==> src/rtl/pkt_proc_ctrl_pkg.sv <==
// Shared types and constants for the packet/CPU sequencer.
// Imported by the sequencer top, its interface and the bench.
package pkt_ctrl_pkg;

  typedef enum logic [2:0] {
    ST_IDLE    = 3'd0,
    ST_COLLECT = 3'd1,
    ST_CPU_RST = 3'd2,
    ST_RUN     = 3'd3,
    ST_DRAIN   = 3'd4
  } state_e;

  localparam int ERR_WR_NOT_RDY = 0;
  localparam int ERR_OVERFLOW   = 1;
  localparam int ERR_TIMEOUT    = 2;
  localparam int ERR_UNDERRUN   = 3;

  // A payload word carries a zero control byte; EOP is the first non-zero
  // control byte that follows a payload word.
  localparam int CTRL_PAYLOAD = 0;

endpackage

==> src/rtl/pkt_proc_ctrl_if.sv <==
// Bundle of the sequencer's network, FIFO, datapath and CPU-control signals.
// The master modport drives the environment side; the slave modport is the sequencer.
interface pkt_proc_ctrl_if #(
  parameter int ADDR_WIDTH = 10,
  parameter int CTRL_WIDTH = 8
);
  import pkt_ctrl_pkg::*;

  // Handshakes: an input word is taken on a cycle with in_wr & in_rdy; reb is
  // both the FIFO read and the downstream write, only issued while out_rdy=1.
  logic                  sw_enable;
  logic                  in_wr;
  logic [CTRL_WIDTH-1:0] in_ctrl;
  logic                  in_rdy;
  logic                  mem_we;
  logic [ADDR_WIDTH-1:0] mem_addr;
  logic                  fifo_empty;
  logic                  out_rdy;
  logic                  reb;
  logic                  cpu_rst;
  logic                  pc_en;
  logic [31:0]           pkt_count;
  logic [3:0]            err_flags;
  state_e                state;

  modport master (
    output sw_enable, in_wr, in_ctrl, mem_we, mem_addr, fifo_empty, out_rdy,
    input  in_rdy, reb, cpu_rst, pc_en, pkt_count, err_flags, state
  );

  modport slave (
    input  sw_enable, in_wr, in_ctrl, mem_we, mem_addr, fifo_empty, out_rdy,
    output in_rdy, reb, cpu_rst, pc_en, pkt_count, err_flags, state
  );

endinterface

==> src/rtl/pkt_proc_ctrl_watchdog.sv <==
// RUN-state watchdog: loadable down-counter whose expire flag rises on the
// CYCLES-th running cycle after a load. Built only with PKT_TIMEOUT_EN.
`ifdef PKT_TIMEOUT_EN
module pkt_watchdog #(
  parameter int CYCLES = 4096
) (
  input  logic clk,
  input  logic reset,
  input  logic load_i,
  input  logic run_i,
  output logic expire_o
);

  localparam int            W    = (CYCLES > 1) ? $clog2(CYCLES) : 1;
  localparam logic [W-1:0]  LOAD = W'(CYCLES - 1);

  logic [W-1:0] cnt_q, cnt_d;

  always_comb begin
    cnt_d = cnt_q;
    if (load_i)                   cnt_d = LOAD;
    else if (run_i && cnt_q != '0) cnt_d = cnt_q - 1'b1;
  end

  always_ff @(posedge clk) begin
    if (reset) cnt_q <= '0;
    else       cnt_q <= cnt_d;
  end

  assign expire_o = run_i & (cnt_q == '0);

endmodule
`endif

==> src/rtl/pkt_proc_ctrl.sv <==
// Sequencer sharing the packet FIFO between the network path and the CPU:
// admit one packet, run the CPU until the done write, drain that packet.
// Optional RUN watchdog under macro PKT_TIMEOUT_EN.
module pkt_proc_ctrl
  import pkt_ctrl_pkg::*;
#(
  parameter int                    ADDR_WIDTH     = 10,
  parameter int                    CTRL_WIDTH     = 8,
  parameter logic [ADDR_WIDTH-1:0] DONE_ADDR      = {ADDR_WIDTH{1'b1}},
  parameter int                    TIMEOUT_CYCLES = 4096
) (
  input logic            clk,
  input logic            reset,
  pkt_proc_ctrl_if.slave bus
);

  localparam logic [ADDR_WIDTH-1:0] CNT_MAX = {ADDR_WIDTH{1'b1}};

  state_e                state_q, state_d;
  logic [ADDR_WIDTH-1:0] word_cnt_q, word_cnt_d;
  logic [ADDR_WIDTH-1:0] drain_cnt_q, drain_cnt_d;
  logic                  prev_payload_q, prev_payload_d;
  logic [31:0]           pkt_count_q, pkt_count_d;
  logic [3:0]            err_q, err_d;
  logic                  in_rdy_q, in_rdy_d;
  logic                  cpu_rst_q, cpu_rst_d;
  logic                  pc_en_q, pc_en_d;
  logic                  accept, eop, full, done, expire, reb;

  assign accept = bus.in_wr & in_rdy_q;
  assign eop    = accept & prev_payload_q & (bus.in_ctrl != CTRL_WIDTH'(CTRL_PAYLOAD));
  assign full   = accept & (word_cnt_q == CNT_MAX - 1'b1);
  assign done   = (state_q == ST_RUN) & bus.mem_we & (bus.mem_addr == DONE_ADDR);

`ifdef PKT_TIMEOUT_EN
  // CPU_RST always precedes RUN, so it is the natural load slot.
  pkt_watchdog #(.CYCLES(TIMEOUT_CYCLES)) u_watchdog (
    .clk      (clk),
    .reset    (reset),
    .load_i   (state_q == ST_CPU_RST),
    .run_i    (state_q == ST_RUN),
    .expire_o (expire)
  );
`else
  logic unused_timeout;
  assign unused_timeout = ^TIMEOUT_CYCLES;
  assign expire         = 1'b0;
`endif

  always_ff @(posedge clk) begin
    if (reset) begin
      state_q        <= ST_IDLE;
      word_cnt_q     <= '0;
      drain_cnt_q    <= '0;
      prev_payload_q <= 1'b0;
      pkt_count_q    <= '0;
      err_q          <= '0;
      in_rdy_q       <= 1'b0;
      cpu_rst_q      <= 1'b0;
      pc_en_q        <= 1'b0;
    end else begin
      state_q        <= state_d;
      word_cnt_q     <= word_cnt_d;
      drain_cnt_q    <= drain_cnt_d;
      prev_payload_q <= prev_payload_d;
      pkt_count_q    <= pkt_count_d;
      err_q          <= err_d;
      in_rdy_q       <= in_rdy_d;
      cpu_rst_q      <= cpu_rst_d;
      pc_en_q        <= pc_en_d;
    end
  end

  always_comb begin
    state_d = state_q;
    unique case (state_q)
      ST_IDLE:    if (bus.sw_enable)       state_d = ST_COLLECT;
      ST_COLLECT: if (eop || full)         state_d = ST_CPU_RST;
      ST_CPU_RST:                          state_d = ST_RUN;
      ST_RUN:     if (done || expire)      state_d = ST_DRAIN;
      ST_DRAIN:   if (drain_cnt_q == '0)   state_d = bus.sw_enable ? ST_COLLECT : ST_IDLE;
      default:                             state_d = ST_IDLE;
    endcase
  end

  always_comb begin
    reb = (state_q == ST_DRAIN) & bus.out_rdy & ~bus.fifo_empty & (drain_cnt_q != '0);

    in_rdy_d       = (state_d == ST_COLLECT);
    cpu_rst_d      = (state_d == ST_CPU_RST);
    pc_en_d        = (state_d == ST_RUN);
    word_cnt_d     = word_cnt_q;
    drain_cnt_d    = drain_cnt_q;
    prev_payload_d = prev_payload_q;
    pkt_count_d    = pkt_count_q;
    err_d          = err_q;

    if (accept) begin
      word_cnt_d     = word_cnt_q + 1'b1;
      prev_payload_d = (bus.in_ctrl == CTRL_WIDTH'(CTRL_PAYLOAD));
    end
    if (bus.in_wr && !in_rdy_q)                     err_d[ERR_WR_NOT_RDY] = 1'b1;
    if (state_q == ST_COLLECT && full && !eop)      err_d[ERR_OVERFLOW]   = 1'b1;
    // A done write in the expiry cycle takes priority over the timeout.
    if (state_q == ST_RUN && expire && !done)       err_d[ERR_TIMEOUT]    = 1'b1;
    if (state_q == ST_RUN && (done || expire))      drain_cnt_d = word_cnt_q;
    if (reb)                                        drain_cnt_d = drain_cnt_q - 1'b1;
    if (state_q == ST_DRAIN && bus.out_rdy && bus.fifo_empty && drain_cnt_q != '0)
      err_d[ERR_UNDERRUN] = 1'b1;
    if (state_q == ST_DRAIN && drain_cnt_q == '0) begin
      pkt_count_d    = pkt_count_q + 32'd1;
      word_cnt_d     = '0;
      prev_payload_d = 1'b0;
    end
  end

  assign bus.in_rdy    = in_rdy_q;
  assign bus.cpu_rst   = cpu_rst_q;
  assign bus.pc_en     = pc_en_q;
  assign bus.reb       = reb;
  assign bus.pkt_count = pkt_count_q;
  assign bus.err_flags = err_q;
  assign bus.state     = state_q;

endmodule

==> src/flat_wrapper.sv <==
// flat-port wrapper written by rule: the top's interface ports become plain ports
module pkt_proc_ctrl_flat import pkt_ctrl_pkg::*;
#(
  parameter int                    ADDR_WIDTH     = 10,
  parameter int                    CTRL_WIDTH     = 8,
  parameter logic [ADDR_WIDTH-1:0] DONE_ADDR      = {ADDR_WIDTH{1'b1}},
  parameter int                    TIMEOUT_CYCLES = 4096
)
  (clk, reset, bus_sw_enable, bus_in_wr, bus_in_ctrl, bus_mem_we, bus_mem_addr, bus_fifo_empty, bus_out_rdy, bus_in_rdy, bus_reb, bus_cpu_rst, bus_pc_en, bus_pkt_count, bus_err_flags, bus_state);
  pkt_proc_ctrl_if #(.ADDR_WIDTH(ADDR_WIDTH), .CTRL_WIDTH(CTRL_WIDTH)) bus_i ();
  input logic clk;
  input logic reset;
  input wire logic [$bits(bus_i.sw_enable)-1:0] bus_sw_enable;
  input wire logic [$bits(bus_i.in_wr)-1:0] bus_in_wr;
  input wire logic [$bits(bus_i.in_ctrl)-1:0] bus_in_ctrl;
  input wire logic [$bits(bus_i.mem_we)-1:0] bus_mem_we;
  input wire logic [$bits(bus_i.mem_addr)-1:0] bus_mem_addr;
  input wire logic [$bits(bus_i.fifo_empty)-1:0] bus_fifo_empty;
  input wire logic [$bits(bus_i.out_rdy)-1:0] bus_out_rdy;
  output wire logic [$bits(bus_i.in_rdy)-1:0] bus_in_rdy;
  output wire logic [$bits(bus_i.reb)-1:0] bus_reb;
  output wire logic [$bits(bus_i.cpu_rst)-1:0] bus_cpu_rst;
  output wire logic [$bits(bus_i.pc_en)-1:0] bus_pc_en;
  output wire logic [$bits(bus_i.pkt_count)-1:0] bus_pkt_count;
  output wire logic [$bits(bus_i.err_flags)-1:0] bus_err_flags;
  output wire logic [$bits(bus_i.state)-1:0] bus_state;
  assign bus_i.sw_enable = bus_sw_enable;
  assign bus_i.in_wr = bus_in_wr;
  assign bus_i.in_ctrl = bus_in_ctrl;
  assign bus_i.mem_we = bus_mem_we;
  assign bus_i.mem_addr = bus_mem_addr;
  assign bus_i.fifo_empty = bus_fifo_empty;
  assign bus_i.out_rdy = bus_out_rdy;
  assign bus_in_rdy = bus_i.in_rdy;
  assign bus_reb = bus_i.reb;
  assign bus_cpu_rst = bus_i.cpu_rst;
  assign bus_pc_en = bus_i.pc_en;
  assign bus_pkt_count = bus_i.pkt_count;
  assign bus_err_flags = bus_i.err_flags;
  assign bus_state = bus_i.state;
  pkt_proc_ctrl #(.ADDR_WIDTH(ADDR_WIDTH), .CTRL_WIDTH(CTRL_WIDTH), .DONE_ADDR(DONE_ADDR), .TIMEOUT_CYCLES(TIMEOUT_CYCLES)) u_core (.clk(clk), .reset(reset), .bus(bus_i));
endmodule
==> config.mk <==
export PLATFORM = sky130hd
export DESIGN_NAME = pkt_proc_ctrl_flat
export DESIGN_NICKNAME = d
export VERILOG_FILES = /design/src/rtl/pkt_proc_ctrl_pkg.sv /design/src/rtl/pkt_proc_ctrl_if.sv /design/src/rtl/pkt_proc_ctrl_watchdog.sv /design/src/rtl/pkt_proc_ctrl.sv /design/src/flat_wrapper.sv
export SDC_FILE = /design/constraint.sdc
export NUM_CORES = 1
export LEC_CHECK = 0
export CORE_ASPECT_RATIO = 0.75
export CORE_MARGIN = 2
export CORE_UTILIZATION = 30
export CTS_CLUSTER_DIAMETER = 120
export DETAILED_ROUTE_END_ITERATION = 10
export GPL_ROUTABILITY_DRIVEN = 0
export PLACE_DENSITY = 0.61
export SYNTH_ARGS = -nofsm -noshare
export SYNTH_HDL_FRONTEND = slang
export SYNTH_SLANG_ARGS = --single-unit
export TNS_END_PERCENT = 1
==> constraint.sdc <==
create_clock -name clk -period 2.65 [get_ports clk]
set_clock_uncertainty 0.15 [all_clocks]
set_input_delay 0.53 -clock clk [delete_from_list [all_inputs] [get_ports clk]]
set_output_delay 0.53 -clock clk [all_outputs]
set_load 0.03 [all_outputs]
# Word level (Yosys, flattened, before mapping)
# Cells that the tools add are included.
word_totals:
  register_bits: 62
  inputBits: 25
  out_inout_bits: 43
  elab_cells: 59
classes:
  n_addsub: 3
  n_eq_ne: 9
  muxes: 8
  bitwise_logic: 10
  reduce_logical: 18
ops:
  columns: ["cell", "n"]
  rows:
  - ["$add 32x1->32 const B", 1]
  - ["$eq 10x10->1 const B", 2]
  - ["$mux 10", 2]
  - ["$pmux 3 s5", 1]
  - ["$eq 3x2->1 const B", 4]
  - ["$mux 3", 4]
  - ["$add 10x1->10 const B", 1]
  - ["$logic_not 10->1", 1]
  - ["$reduce_bool 10->1", 1]
  - ["$sub 10x1->10 const B", 1]
  - ["$and 1x1->1", 9]
  - ["$logic_and 1x1->1", 8]
  - ["$logic_not 8->1", 1]
  - ["$reduce_bool 8->1", 1]
  - ["$eq 3x1->1 const B", 2]
  - ["$eq 3x3->1 const B", 1]
  - ["$logic_not 3->1", 1]
  - ["$logic_not 1->1", 2]
  - ["$reduce_bool 2->1", 1]
  - ["$reduce_or 2->1", 1]
  - ["$logic_or 1x1->1", 1]
  - ["$mux 1", 1]
  - ["$not 1->1", 1]

# Logic depth before layout (Yosys ltp)
# Gate-level depths: netlist of the first run.
depth:
  ltp_word: 7
  mapped_depth: 9
  ltp_nobuf: 8

# Worst setup path after synthesis of the first run
# OpenSTA, ideal clock, no wires.
synth_path:
  path_type: "reg-to-reg"
  from: "reg u_core.state_q[2], in the netlist u_core.bus.state[2]"
  to: "reg u_core.pkt_count_q[17], in the netlist u_core.bus.pkt_count[17]"
  setup_ps: 115
  t_arrival_ps: 2256
  required_ps: 2385
  path_slack_ps: 129
  path_stages_with_launch: 8
  path_buffers: 2
  period_less_slack_ps: 2521
  path_cell_list: "dfxtp_1 > nor3b_4 > nand3_2 > or4_1 > clkbuf_1 > clkbuf_1 > o21a_1 > o21ba_2"
synth_via:
  elab_chain_cells: 2
synth_lines:
  columns: ["element", "line", "source"]
  rows:
  - ["from (decl)", "pkt_proc_ctrl.sv:19", "state_e state_q, state_d;"]
  - ["from (signal assigned)", "pkt_proc_ctrl.sv:62", "state_q <= state_d;"]
  - ["$eq 3x3->1", "pkt_proc_ctrl.sv:110", "if (state_q == ST_DRAIN && drain_cnt_q == '0) begin"]
  - ["$logic_and 1x1->1", "pkt_proc_ctrl.sv:110", null]
  - ["to (signal assigned)", "pkt_proc_ctrl.sv:66", "pkt_count_q <= pkt_count_d;"]
  - ["to (decl)", "pkt_proc_ctrl.sv:23", "logic [31:0] pkt_count_q, pkt_count_d;"]
# No other way between the ends.
# A chain may end at the register's enable or synchronous reset.

# Final worst setup path of the first run
layout_path:
  from: "reg u_core.drain_cnt_q[0]"
  to: "out bus_reb"
layout_via:
  elab_chain_cells: 2
layout_lines:
  columns: ["element", "line", "source"]
  rows:
  - ["from (decl)", "pkt_proc_ctrl.sv:21", "logic [ADDR_WIDTH-1:0] drain_cnt_q, drain_cnt_d;"]
  - ["from (signal assigned)", "pkt_proc_ctrl.sv:64", "drain_cnt_q <= drain_cnt_d;"]
  - ["$reduce_bool 10->1", "pkt_proc_ctrl.sv:87", "reb = (state_q == ST_DRAIN) & bus.out_rdy & ~bus.fifo_empty & (drain_cnt_q != '0);"]
  - ["$and 1x1->1", "pkt_proc_ctrl.sv:87", null]
  - ["to (decl)", "flat_wrapper.sv:21", "output wire logic [$bits(bus_i.reb)-1:0] bus_reb;"]
# No other way between the ends.

==> run summary, run 1 <==
RUN STATUS
---------------------------------------------------------------------------------
Run status                                                           finished clean

SYNTH
---------------------------------------------------------------------------------
Total nets after synthesis                                                    382
Prevailing post-synth register cell                                  sky130_fd_sc_hd__dfxtp_1
Share of synthesized registers carrying an async set or reset                   0
Yosys warns                                                                     0
Netlist area before placement                                           2960 um^2
Distinct cell type count after synthesis                                       53
Synthesized area divided by synthesized cell count                      8.40 um^2
Number of register bits inferred by synthesis                                  62
Share of the yosys chip area belonging to registers                         0.419
Post-Synthesis Cells                                                          353
Number of synthesized flops with an enable pin                                  0

WORST SETUP PATH
---------------------------------------------------------------------------------
Destination of the critical timing path                                   bus_reb
Crit Reg-Reg Startpoint                                              u_core.drain_cnt_q[0]$_SDFFE_PP0P_
Type of destination of the critical path                              output port
Largest fanout on the critical path                                             5
Register-to-Register Setup Slack                                          0.12 ns
Kind of start point of the critical path                                flip-flop
Worst setup path start                                               u_core.drain_cnt_q[0]$_SDFFE_PP0P_
Cell-by-cell trace of the critical path                              inv_1 > ha_1 > nor4b_4 > nand3_2 > buf_4 > nand2_2 > clkinv_1 > buf_4
Longest individual stage delay on the worst path                          0.31 ns
Slowest-stage cell, CP                                               sky130_fd_sc_hd__dfxtp_1
Arrival time worst endpoint                                               1.87 ns
Reg2Reg Capture Point                                                u_core.bus.pkt_count[19]$_SDFFE_PP0P_
Category of the most critical setup path                             flip-flop to output port
Critical Path Most Common Cell                                       sky130_fd_sc_hd__buf_4
Worst reg-to-reg path cell count                                                8
Data required time at the worst endpoint                                  1.97 ns

STA
---------------------------------------------------------------------------------
Fin crit period                                                           2.55 ns
Final setup vio count                                                           0
Maximum clock rate                                                        392 MHz
Total count of max-transition violations in the final report                    0
Final period util                                                           0.963
Setup TNS after final layout                                                 0 ns
Number of endpoints with negative hold slack in the final report                0
Unrepaired setup endpoints after global routing                                no

CLOCK TREE
---------------------------------------------------------------------------------
Maximum level of the CTS H-tree                                                 3
Clk sink count                                                                 62
Cts bufs inserted                                                               9
Total of hold buffers inserted after clock tree synthesis                       0
Register clock-pin slew on the reported worst setup and hold paths        0.05 ns
Root buffer cell                                                     sky130_fd_sc_hd__clkbuf_16
CTS tree                                                                    built
Number of buffers between clock root and the deepest sink                       2
Clock insertion delay at the later pin of the skew report                 0.33 ns

GLOBAL ROUTING
---------------------------------------------------------------------------------
Global-route wire length before repair                                   13200 um
Met2 Resource Use GR                                                        0.233
Overflow after GRT                                                              0
Largest net degree at the start of global routing                              30
Via count of the first global-routing pass                                   2756
GR Layer Usage met3                                                        0.0508
Number of antenna violations at the first check in global routing               0
Busiest grt layer                                                            met2
Met1 Use GR                                                                 0.202
GRT Util Overall                                                            0.153

DRT
---------------------------------------------------------------------------------
TritonRoute pass-1 iters                                                        4
Mean number of vias per cell                                                 5.01
Average routed wire per standard cell                                     13.6 um
Number of vias after detailed routing                                        2879
Number of routed nets with antenna violations                                   0
WL final                                                                  7830 um
Initial DRC count                                                             155
Post-detailed-route DRC marker count                                            0

FLOORPLANNING
---------------------------------------------------------------------------------
Standard cell core area                                                 9620 um^2
Count of standard-cell rows                                                    31
Die area                                                               10700 um^2
Initial standard-cell utilization of the core                               0.308
Floorplan die width                                                        119 um
Floorplan die height                                                      90.1 um
Number of placed I/O pins                                                      68

PLACEMENT
---------------------------------------------------------------------------------
Detailed placement HPWL                                                   5630 um
Count of input and output buffers                                              66
Placed Area                                                             3910 um^2

RUN
---------------------------------------------------------------------------------
Count of max-cap constraint violations                                          0

FINISH
---------------------------------------------------------------------------------
Most common cell after layout, fill and taps aside                   sky130_fd_sc_hd__clkdlybuf4s50_1
Antenna diode count                                                             0
Commonest cells after routing, fill and taps aside                   65 x sky130_fd_sc_hd__clkdlybuf4s50_1, 62 x sky130_fd_sc_hd__dfxtp_1, 36 x sky130_fd_sc_hd__nor2_1
Final Instance Area                                                     4220 um^2
Final core area utilization                                                 0.439
Fraction of final layout cells with drive strength greater than 1           0.113
Number of fill cells                                                          988
Area growth from synthesis to final layout                                  42.3%
Total number of nets in the final design                                      468

PWR
---------------------------------------------------------------------------------
Reported leakage power                                                 0.00145 uW
Power per cell area                                                   530 nW/um^2
Maximum ir drop on the vdd rail                                        0.000312 V

HOLD PATH
---------------------------------------------------------------------------------
Worst min-delay path class                                           flip-flop to flip-flop

-- Yosys cell counts, types with 10 or more instances --
cell type	number	area [um^2]
sky130_fd_sc_hd__dfxtp_1	62	1240
sky130_fd_sc_hd__nor2_1	36	135
sky130_fd_sc_hd__a21oi_1	30	150
sky130_fd_sc_hd__nand2_1	26	97.6
sky130_fd_sc_hd__nand3_1	17	85.1
sky130_fd_sc_hd__inv_1	15	56.3
sky130_fd_sc_hd__or3_1	14	87.6
sky130_fd_sc_hd__xnor2_1	14	123
sky130_fd_sc_hd__clkbuf_1	12	45.0
sky130_fd_sc_hd__o21ai_0	12	60.1
sky130_fd_sc_hd__nand4_1	10	62.6
sky130_fd_sc_hd__nor4_1	10	62.6
-- layer usage --
layer,vias up,share of wire
li1,1452,-
met1,1343,0.49
met2,74,0.45
met3,10,0.050
met4,0,0.011
met5,-,0
-- power breakdown --
part           switching, uW  total (uW)  internal [uW]  leakage (uW)
clock network            418        1190            773      0.000149
logic                   44.7        98.4           53.7      0.000801
registers               9.16         948            939      0.000500
total                    472        2240           1770       0.00145
-- layout make-up --
| cell class | count | area (um^2) | share of cell area |
|---|---|---|---|
| inverter | 16 | 60.1 | 0.0142 |
| multi-input combinational | 259 | 1590 | 0.378 |
| clock inverter | 3 | 43.8 | 0.0104 |
| tap | 132 | 165 | 0.0391 |
| timing repair buffer | 91 | 858 | 0.203 |
| clock buffer | 12 | 256 | 0.0608 |
| sequential | 62 | 1240 | 0.294 |
-- registers in the layout (all words and copies together) (netlist names) --
signal,count
u_core.bus.pkt_count,32
u_core.bus.pc_en,1
u_core.bus.in_rdy,1
u_core.word_cnt_q,10
u_core.bus.cpu_rst,1
u_core.drain_cnt_q,10
u_core.prev_payload_q,1
u_core.bus.state,3
u_core.bus.err_flags,3
-- worst min-delay path by stage --
stage / startpoint / endpoint / cells past startpoint
after floorplan: u_core.drain_cnt_q[0]$_SDFFE_PP0P_ / u_core.drain_cnt_q[0]$_SDFFE_PP0P_ / 2
after global placement: u_core.bus.err_flags[0]$_SDFFE_PP0P_ / u_core.bus.err_flags[0]$_SDFFE_PP0P_ / 2
after detailed placement: u_core.bus.err_flags[1]$_SDFFE_PP0P_ / u_core.bus.err_flags[1]$_SDFFE_PP0P_ / 2
after CTS: u_core.bus.err_flags[3]$_SDFFE_PP0P_ / u_core.bus.err_flags[3]$_SDFFE_PP0P_ / 2
after global routing: u_core.bus.err_flags[3]$_SDFFE_PP0P_ / u_core.bus.err_flags[3]$_SDFFE_PP0P_ / 2
final: u_core.bus.err_flags[3]$_SDFFE_PP0P_ / u_core.bus.err_flags[3]$_SDFFE_PP0P_ / 2
-- cells by family (layout without fill, tap and decap cells) --
logic type	after synthesis	count (layout)	share of synthesized area
other	1	1	0.00127
AOI/OAI and AO/OA	72	72	0.152
buffers and inverters	32	122	0.0443
and+or+nand+nor	161	161	0.305
adders and majority gates	4	4	0.0169
xor gates and xnor gates	21	21	0.0621
DFF	62	62	0.419
-- critical path: cells and delay by family, from the launching register on --
family        cells  cell delay (ns)
fa+ha+maj         1             0.17
simple gates      3             0.50
flops             1             0.31
buf+inv           4             0.56
-- metrics by stage --
stage	power, uW	setup slack [ns]	std cells	hold WS [ns]
finish	2240	0.0982	575	0.321
global route	2320	0.0108	575	0.355
CTS	2260	0.00557	574	0.331
detailed placement	1070	0.0972	559	0.308
global placement	1070	0.0906	559	0.300
floorplan	1010	0.129	353	0.307
-- what timing repair did --
item	4_1_cts	5_1_grt
gates resized for setup	0	1
setup buffers	0	1
endpoints found under the setup margin	0	3
endpoints found under the hold margin	0	0
No activity file was read; power rests on OpenSTA's default activity.
==> run 2, diff against run 1 <==
- CORE_UTILIZATION: 30 -> 40
- PLACE_DENSITY: 0.61 -> 0.76
==> run summary, run 2 (synthesized netlist as in run 1, its figures left out) <==
FINISH
---------------------------------------------------------------------------------
Area growth from synthesis to final layout                                  35.3%
Antenna diode count                                                             0
Commonest cells after routing, fill and taps aside                   65 x sky130_fd_sc_hd__clkdlybuf4s50_1, 62 x sky130_fd_sc_hd__dfxtp_1, 36 x sky130_fd_sc_hd__nor2_1
Fraction of final layout cells with drive strength greater than 1           0.110
Total number of nets in the final design                                      463
Largest register FFs                                                           32
Final Instance Area                                                     4010 um^2
Most common cell after layout, fill and taps aside                   sky130_fd_sc_hd__clkdlybuf4s50_1

GLOBAL ROUTING
---------------------------------------------------------------------------------
Met1 Use GR                                                                 0.276
GR Layer Usage met3                                                        0.0463
Number of antenna violations at the first check in global routing               0
Via count of the first global-routing pass                                   2767
Busiest grt layer                                                            met2
Met2 Resource Use GR                                                        0.303
Global-route wire length before repair                                   12900 um
GRT Util Overall                                                            0.200
Overflow after GRT                                                              0
Largest net degree at the start of global routing                              24

WORST SETUP PATH
---------------------------------------------------------------------------------
Kind of cell with the highest combined delay on the critical path    simple AND/OR/NAND/NOR gates
Kind of start point of the critical path                                flip-flop
Largest fanout on the critical path                                             5
Reg2Reg Capture Point                                                u_core.bus.pkt_count[28]$_SDFFE_PP0P_
Cell-by-cell trace of the critical path                              inv_1 > ha_1 > nor4b_4 > nand3_2 > nand2_2 > clkinv_1 > buf_4
Slowest-stage cell, CP                                               sky130_fd_sc_hd__dfxtp_1
Type of destination of the critical path                              output port
Category of the most critical setup path                             flip-flop to output port
Data required time at the worst endpoint                                  1.97 ns
Crit path buf inv count                                                         3
Arrival time worst endpoint                                               1.81 ns
Longest individual stage delay on the worst path                          0.33 ns
Crit Reg-Reg Startpoint                                              u_core.drain_cnt_q[0]$_SDFFE_PP0P_
Register-to-Register Setup Slack                                          0.16 ns
Worst reg-to-reg path cell count                                                7

HOLD PATH
---------------------------------------------------------------------------------
Worst min-delay path class                                           flip-flop to flip-flop
Worst min-delay path startpoint                                      u_core.bus.err_flags[0]$_SDFFE_PP0P_
Cell depth of the worst hold path                                               2
Worst Hold Endpoint                                                  u_core.bus.err_flags[0]$_SDFFE_PP0P_

PWR
---------------------------------------------------------------------------------
Net switching fraction of the power                                         0.236
Proportion of power drawn by combinational gates                            0.053
Part of the power in registers                                              0.529
Internal power contribution                                               1370 uW
Clk pwr share                                                               0.418
Overall power after layout                                                1790 uW
Reported net switching power                                               422 uW
Power per cell area                                                   446 nW/um^2
Maximum ir drop on the vdd rail                                        0.000269 V
Reported leakage power                                                 0.00137 uW

CLOCK TREE
---------------------------------------------------------------------------------
Clk sink count                                                                 62
Number of buffers between clock root and the deepest sink                       2
Cts bufs inserted                                                               9
Clock insertion delay at the later pin of the skew report                 0.34 ns
Register clock-pin slew on the reported worst setup and hold paths        0.07 ns
Maximum level of the CTS H-tree                                                 3
Root buffer cell                                                     sky130_fd_sc_hd__clkbuf_8
CTS tree                                                                    built

DRT
---------------------------------------------------------------------------------
Number of vias after detailed routing                                        2921
Initial DRC count                                                             114
Mean number of vias per cell                                                 5.42
Post-detailed-route DRC marker count                                            0
WL final                                                                  7630 um
TritonRoute pass-1 iters                                                        4
Number of routed nets with antenna violations                                   0
Average routed wire per standard cell                                     14.2 um

PLACEMENT
---------------------------------------------------------------------------------
Placed Area                                                             3810 um^2
Post-Place Setup Slack                                                 -0.0109 ns
Count of input and output buffers                                              66
Detailed placement HPWL                                                   5540 um

STA
---------------------------------------------------------------------------------
Worst-Margin Slew                                                        0.781 ns
Number of endpoints with negative hold slack in the final report                0
Total count of max-transition violations in the final report                    0
Maximum clock rate                                                        401 MHz
Final period util                                                           0.941
PnR worst setup slack                                                    0.155 ns
Setup TNS after final layout                                                 0 ns
Fin crit period                                                           2.49 ns
Slew headroom                                                               0.475
Final setup vio count                                                           0

FLOORPLANNING
---------------------------------------------------------------------------------
Standard cell core area                                                 7260 um^2
Floorplan die height                                                      78.6 um
Floorplan die width                                                        103 um
Die area                                                                8120 um^2
Number of placed I/O pins                                                      68
Initial standard-cell utilization of the core                               0.408
Count of standard-cell rows                                                    27

RUN STATUS
---------------------------------------------------------------------------------
Run status                                                           finished clean

RUN
---------------------------------------------------------------------------------
Count of max-cap constraint violations                                          0

==> run 2: changes by cell type in the layout (fill, tap and decap cells not counted), sizes merged <==
cell	previous run	this run
buf	26	21
bufinv	1	0
clkbuf	12	11
clkinv	3	4
clkinvlp	0	1
==> run 2: timing repair <==
action / 4_1_cts / 5_1_grt
setup endpoints to repair: 2 / 11
hold buffers: 0 / 0
pin swaps: 0 / 3
buffers inserted: 0 / 2
cloned: 0 / 0
hold endpoints to repair: 0 / 0
gates resized for setup: 1 / 2
==> run 2: layer usage <==
metal | vias to the layer above | share of wire
li1 | 1443 | -
met5 | - | 0
met4 | 0 | 0.012
met3 | 7 | 0.051
met1 | 1384 | 0.49
met2 | 87 | 0.45
==> run 2: how the worst max path moves through the flow <==
stage	startpoint	to	slack, ns	depth (start not counted)
2_1_floorplan	u_core.bus.state[2]$_SDFF_PP0_	u_core.bus.pkt_count[17]$_SDFFE_PP0P_	0.13	7
3_3_place_gp	bus_in_ctrl[5]	u_core.bus.in_rdy$_SDFF_PP0_	0.09	6
3_5_place_dp	bus_in_ctrl[5]	u_core.bus.in_rdy$_SDFF_PP0_	-0.01	6
4_1_cts	u_core.drain_cnt_q[0]$_SDFFE_PP0P_	u_core.bus.pkt_count[29]$_SDFFE_PP0P_	0.03	7
5_1_grt	u_core.drain_cnt_q[0]$_SDFFE_PP0P_	u_core.bus.pkt_count[26]$_SDFFE_PP0P_	-0.0006	7
6_report	u_core.drain_cnt_q[0]$_SDFFE_PP0P_	bus_reb	0.16	7
==> run 2: worst register-to-register path, stage by stage, from the launching register on <==
cell                      delay [ns]
sky130_fd_sc_hd__dfxtp_1        0.33
sky130_fd_sc_hd__inv_1          0.11
sky130_fd_sc_hd__ha_1           0.20
sky130_fd_sc_hd__nor4b_4        0.25
sky130_fd_sc_hd__nand3_2        0.17
sky130_fd_sc_hd__or4b_4         0.65
sky130_fd_sc_hd__or4_1          0.44
sky130_fd_sc_hd__a21oi_1        0.14
==> run 2: layout make-up <==
cell class	count	area, um^2
multi-input combinational	259	1600
inverter	16	60.1
fill	655	3250
clock inverter	4	22.5
timing repair buffer	86	808
sequential	62	1240
tap	101	126
clock buffer	11	151
==> run 2: power by group through the flow <==
| stage | registers [uW] | logic (uW) | clock network, uW |
|---|---|---|---|
| finish | 947 | 95.4 | 748 |
| global route | 947 | 104 | 806 |
| CTS | 946 | 95.9 | 759 |
| detailed placement | 968 | 95.7 | 0 |
| global placement | 967 | 93.2 | 0 |
| floorplan | 973 | 34.9 | 0 |
==> run 2: per-stage QoR <==
| stage | std cells | utilization | hold slack, ns |
|---|---|---|---|
| after global routing | 539 | 0.552 | 0.364 |
| after global placement | 522 | 0.525 | 0.300 |
| after floorplan | 353 | - | 0.307 |
| final | 539 | 0.552 | 0.327 |
| after CTS | 537 | 0.549 | 0.337 |
| after detailed placement | 522 | 0.525 | 0.314 |
